## config.mk

```make
export PLATFORM = sky130hd
export DESIGN_NAME = carry_lookahead_adder4
export DESIGN_NICKNAME = d
export VERILOG_FILES = /design/src/rtl/carry_lookahead_adder4.sv
export SDC_FILE = /design/constraint.sdc
export NUM_CORES = 1
export LEC_CHECK = 0
export ABC_AREA = 1
export CAP_MARGIN = 10
export CORE_AREA = 3 3 40 42
export DETAILED_ROUTE_END_ITERATION = 12
export DIE_AREA = 0 0 43 45
export PLACE_DENSITY_LB_ADDON = 0.15
export SLEW_MARGIN = 20
export SYNTH_ARGS = -nofsm -noshare
export SYNTH_HDL_FRONTEND = slang
export SYNTH_SLANG_ARGS = --single-unit
export TNS_END_PERCENT = 5
```

## constraint.sdc

```tcl
create_clock -name clk_i -period 1.45 [get_ports clk_i]
set_input_delay 0.29 -clock clk_i [delete_from_list [all_inputs] [get_ports clk_i]]
set_output_delay 0.29 -clock clk_i [all_outputs]
set_load 0.05 [all_outputs]
```

## src/rtl/carry_lookahead_adder4.sv

```systemverilog
// Registered two-level carry-lookahead adder.
// Bits are grouped in fours. Each group forms its own carries with fully
// expanded lookahead equations. A group-level unit then forms every group
// carry-in directly from the group propagate/generate terms. Nothing ripples
// from one group to the next.

// One 4-bit lookahead group: local carries, sum bits and group P/G.
module cla_group4 (
  input  logic [3:0] a_i,
  input  logic [3:0] b_i,
  input  logic       c_i,
  output logic [3:0] s_o,
  output logic       c3_o,   // carry into bit 3, needed for signed overflow
  output logic       gp_o,
  output logic       gg_o
);
  logic [3:0] p, g, c;

  // Bit-level P/G, expanded in-group carries, and sums.
  always_comb begin
    p    = a_i ^ b_i;
    g    = a_i & b_i;
    c[0] = c_i;
    c[1] = g[0] | (p[0] & c_i);
    c[2] = g[1] | (p[1] & g[0]) | (p[1] & p[0] & c_i);
    c[3] = g[2] | (p[2] & g[1]) | (p[2] & p[1] & g[0]) | (p[2] & p[1] & p[0] & c_i);
    s_o  = p ^ c;
    c3_o = c[3];
    gp_o = &p;
    gg_o = g[3] | (p[3] & g[2]) | (p[3] & p[2] & g[1]) | (p[3] & p[2] & p[1] & g[0]);
  end
endmodule

module carry_lookahead_adder4 #(
  parameter int WIDTH = 4
) (
  input  logic             clk_i,
  input  logic             rst_ni,
  input  logic             valid_i,
  input  logic [WIDTH-1:0] a_i,
  input  logic [WIDTH-1:0] b_i,
  input  logic             c_i,
  output logic             valid_o,
  output logic [WIDTH-1:0] s_o,
  output logic             c_o,
  output logic             p_o,
  output logic             g_o,
  output logic             ov_o
);
  localparam int NG = WIDTH / 4;

  if (!(WIDTH == 4 || WIDTH == 8 || WIDTH == 12 || WIDTH == 16)) begin : g_bad_width
    $error("carry_lookahead_adder4: WIDTH must be 4, 8, 12 or 16");
  end

  logic [NG-1:0]    gp, gg, c3;
  logic [NG:0]      gc;
  logic [WIDTH-1:0] sum;
  logic             p_blk, g_blk;

  logic [WIDTH-1:0] s_d, s_q;
  logic             c_d, c_q, p_d, p_q, g_d, g_q, ov_d, ov_q, valid_d, valid_q;

  for (genvar gi = 0; gi < NG; gi++) begin : g_grp
    cla_group4 u_grp (
      .a_i  (a_i[4*gi +: 4]),
      .b_i  (b_i[4*gi +: 4]),
      .c_i  (gc[gi]),
      .s_o  (sum[4*gi +: 4]),
      .c3_o (c3[gi]),
      .gp_o (gp[gi]),
      .gg_o (gg[gi])
    );
  end

  // Group lookahead: every C[j+1] is a flat sum of products over GG/GP and
  // c_i, so no group carry depends on another computed group carry.
  always_comb begin
    logic acc, term;
    gc    = '0;
    gc[0] = c_i;
    for (int j = 0; j < NG; j++) begin
      acc = c_i;
      for (int m = 0; m <= j; m++) acc &= gp[m];
      for (int k = 0; k <= j; k++) begin
        term = gg[k];
        for (int m = k + 1; m <= j; m++) term &= gp[m];
        acc |= term;
      end
      gc[j+1] = acc;
    end
    // Block generate is the same top-level carry with the c_i term left out.
    g_blk = 1'b0;
    for (int k = 0; k < NG; k++) begin
      term = gg[k];
      for (int m = k + 1; m < NG; m++) term &= gp[m];
      g_blk |= term;
    end
    p_blk = &gp;
  end

  // Next-state: capture a new result on valid_i, otherwise hold (so idle
  // operand values, even unknown ones, never reach the outputs).
  always_comb begin
    valid_d = valid_i;
    s_d     = s_q;
    c_d     = c_q;
    p_d     = p_q;
    g_d     = g_q;
    ov_d    = ov_q;
    if (valid_i) begin
      s_d  = sum;
      c_d  = gc[NG];
      p_d  = p_blk;
      g_d  = g_blk;
      ov_d = c3[NG-1] ^ gc[NG];
    end
  end

  // Result and valid registers, cleared asynchronously.
  always_ff @(posedge clk_i or negedge rst_ni) begin
    if (!rst_ni) begin
      valid_q <= 1'b0;
      s_q     <= '0;
      c_q     <= 1'b0;
      p_q     <= 1'b0;
      g_q     <= 1'b0;
      ov_q    <= 1'b0;
    end else begin
      valid_q <= valid_d;
      s_q     <= s_d;
      c_q     <= c_d;
      p_q     <= p_d;
      g_q     <= g_d;
      ov_q    <= ov_d;
    end
  end

  assign valid_o = valid_q;
  assign s_o     = s_q;
  assign c_o     = c_q;
  assign p_o     = p_q;
  assign g_o     = g_q;
  assign ov_o    = ov_q;
endmodule

```

==> flow_summary.yaml <==
clock_tree:
  clock-sinks: 9
  path_clk_slew_ns: 0.06
  holdBufCountCts: 0
  root_buffer: "clkbuf_4"
  cts_setup_buffers: 0
  htree_levels: 1
  cts-buffers-inserted: 3
  clockBufferDepth: 2
  clkLatencyLatePin_ns: 0.26
  cts_tree: "done"
grt:
  grt_start_max_net_pins: 12
  grtUsageTotal_pct: 15.1
  grt_pass1_wl_mm: 2.09
  grt-ovfl-total: 0
  grt_pass1_vias: 509
  grt_antenna_before_repair: 0
setup_path:
  crit_path_end: "s_o[1]"
  reg2reg_from: "s_o[0]"
  startpoint: "c_i"
  cp_max_fo: 2
  crit_slowest_cell: "clkdlybuf4s50_1"
  path_cells: "clkdlybuf4s50_1 > inv_1 > fa_1 > xor2_1 > o21ai_1"
  r2r_cells: 2
  arrival_ns: 1.43
  cp.required_ns: 1.59
  worstSetupStartpointType: "input port"
  rrSetupSlack_ns: 0.75
  critPathKind: "input port to flip-flop"
  cpPeakStageDelay_ns: 0.47
  rr_endpoint: "s_o[0]"
  end_kind: "flip-flop"
cells_and_area:
  drive_above_1_share_pct: 32.3
  final_cell_count_no_fill: 114
  fin_nets: 117
  fin_area_mm2: 0.00102
  area_delta_synth_final_pct: 95.7
  diodes: 0
die:
  coreArea_mm2: 0.00128
  dieArea_mm2: 0.00194
  start_util_pct: 40.7
  fp.dieW_um: 43
  die_y_um: 45
  boundaryPins: 21
  fp-row-count: 13
timing:
  worst_pin_slew_ns: 0.408
  period_needed_ns: 1.28
  rsz0062_at_grt: "false"
  setup_viol: 0
  final.period_utilization_pct: 88.3
  relSlewSlack_pct: 72.7
  fmax_mhz: 781
  worst_clock_skew_ns: 0
  timing_hold_violations_final: 0
  final_max_slew_viol_count: 0
synthesis:
  synthesis.area_um2: 523
  synth.distinct_cells: 15
  synthCells: 66
  seq_area_frac_synth_pct: 43.1
  synth_nets: 83
  synth_area_per_cell_um2: 7.92
  ys_seq_elements: 9
  ys.warnings.count: 0
route:
  drt_pass1_iterations: 5
  drtAntennaViolNets: 0
  wl_mm: 1.51
  drc: 0
  post_drt_wl_per_cell_um: 13.2
  first_iter_violations: 4
  vias_per_cell: 4.99
  vias: 569
placed_design:
  gp_congestion: 0.830
  place_area_um2: 903
  dp_hpwl_um: 984
  io_buffer_count: 20
  placed_cells_incl_taps: 110
flow_run:
  maxCapViolCount: 0
status:
  status: "completed"
pwr:
  powerDensity_mw_per_mm2: 983
  vdd_drop_max_v: 0.000446
  leakage_nw: 0.552
min_path:
  hold_class: "input port to asynchronous set/reset pin"
==> stage by stage <==
stage,utilization [%],power [W],TNS (ns),hold slack (ns),setup slack [ns]
6_report,79.6,0.00101,0,0.319,0.170
5_1_grt,79.6,0.00105,0,0.353,0.0805
4_1_cts,74.5,0.000986,0,0.326,0.00361
3_5_place_dp,70.3,0.000775,-1.80,0.530,-0.344
3_3_place_gp,70.3,0.000766,-1.46,0.525,-0.289
2_1_floorplan,-,0.000524,0,-0.00559,0.178
==> state kept, by name, summed over array words and instances, names as in the netlist <==
name	count
s_o	4
c_o	1
g_o	1
ov_o	1
p_o	1
valid_o	1
==> layout by cell type, fill, tap and decap left out, types with 2 or more instances in the layout <==
master and instances:
buf_12 9, buf_4 10, clkbuf_4 3, clkdlybuf4s50_1 3
dfrtp_1 9, dlymetal6s2s_1 8, ha_4 4, inv_1 8
nand2_1 19, nand2_2 2, nand3_1 7, nor2_1 2
o21ai_0 3
==> report_power, final <==
part / leakage [nW] / switching [W] / internal (W)
clock network: 0.0150 / 0.0000895 / 0.000106
registers: 0.110 / 0.0000374 / 0.000286
logic: 0.427 / 0.000246 / 0.000241
total: 0.552 / 0.000373 / 0.000633
==> timing repair <==
item | CTS | global route
hold endpoints to repair | 0 | 0
endpoints found under the setup margin | 2 | 4
resized for setup | 3 | 17
pin swaps | 0 | 1
==> cells by family after synthesis <==
family,synth area share (%)
AOI/OAI and AO/OA,6.94
xor gates and xnor gates,3.35
adders and majority gates,13.4
buffers and inverters,6.46
DFF,43.1
and+or+nand+nor,26.8
==> worst min-delay path by stage <==
stage,startpoint,endpoint,cells past startpoint
6_report,rst_ni,p_o,1
2_1_floorplan,rst_ni,c_o,0
3_5_place_dp,ov_o,ov_o,2
4_1_cts,rst_ni,c_o,1
3_3_place_gp,p_o,p_o,2
5_1_grt,rst_ni,s_o[1],1
==> area by class of cell <==
| cell class | count | area (µm²) |
|---|---|---|
| tap | 15 | 18.8 |
| fill | 70 | 262 |
| timing repair buffer | 30 | 385 |
| clock buffer | 4 | 26.3 |
| sequential | 9 | 225 |
| inverter | 8 | 30.0 |
| multi-input combinational | 48 | 338 |
==> layer usage <==
metal / global-route usage, % / vias up / part of all wire [%]
met2: 28.7 / 27 / 53
met4: 9.04 / 0 / 1.9
met3: 3.98 / 3 / 5.7
met1: 14.6 / 263 / 39
met5: 0 / - / 0
li1: - / 276 / -
==> synth_stat cells <==
cell type | number | area share (%)
clkbuf_1 | 1 | 0.72
nand4_1 | 1 | 1.2
nor2_1 | 3 | 2.2
xnor2_1 | 1 | 1.7
nand2_1 | 22 | 16
inv_1 | 8 | 5.7
a31oi_1 | 1 | 1.2
ha_1 | 4 | 9.6
xor2_1 | 1 | 1.7
nand3_1 | 7 | 6.7
o21ai_0 | 4 | 3.8
nor3_1 | 1 | 0.96
fa_1 | 1 | 3.8
dfrtp_1 | 9 | 43
a21oi_1 | 2 | 1.9
==> critical path: cells and delay by family <==
kind	cells	cell delay (ns)
AOI/OAI and AO/OA	1	0.07
xor gates and xnor gates	1	0.15
adders and majority gates	1	0.37
buffers and inverters	2	0.54
Note: power is estimated with default switching activity, not from simulation.
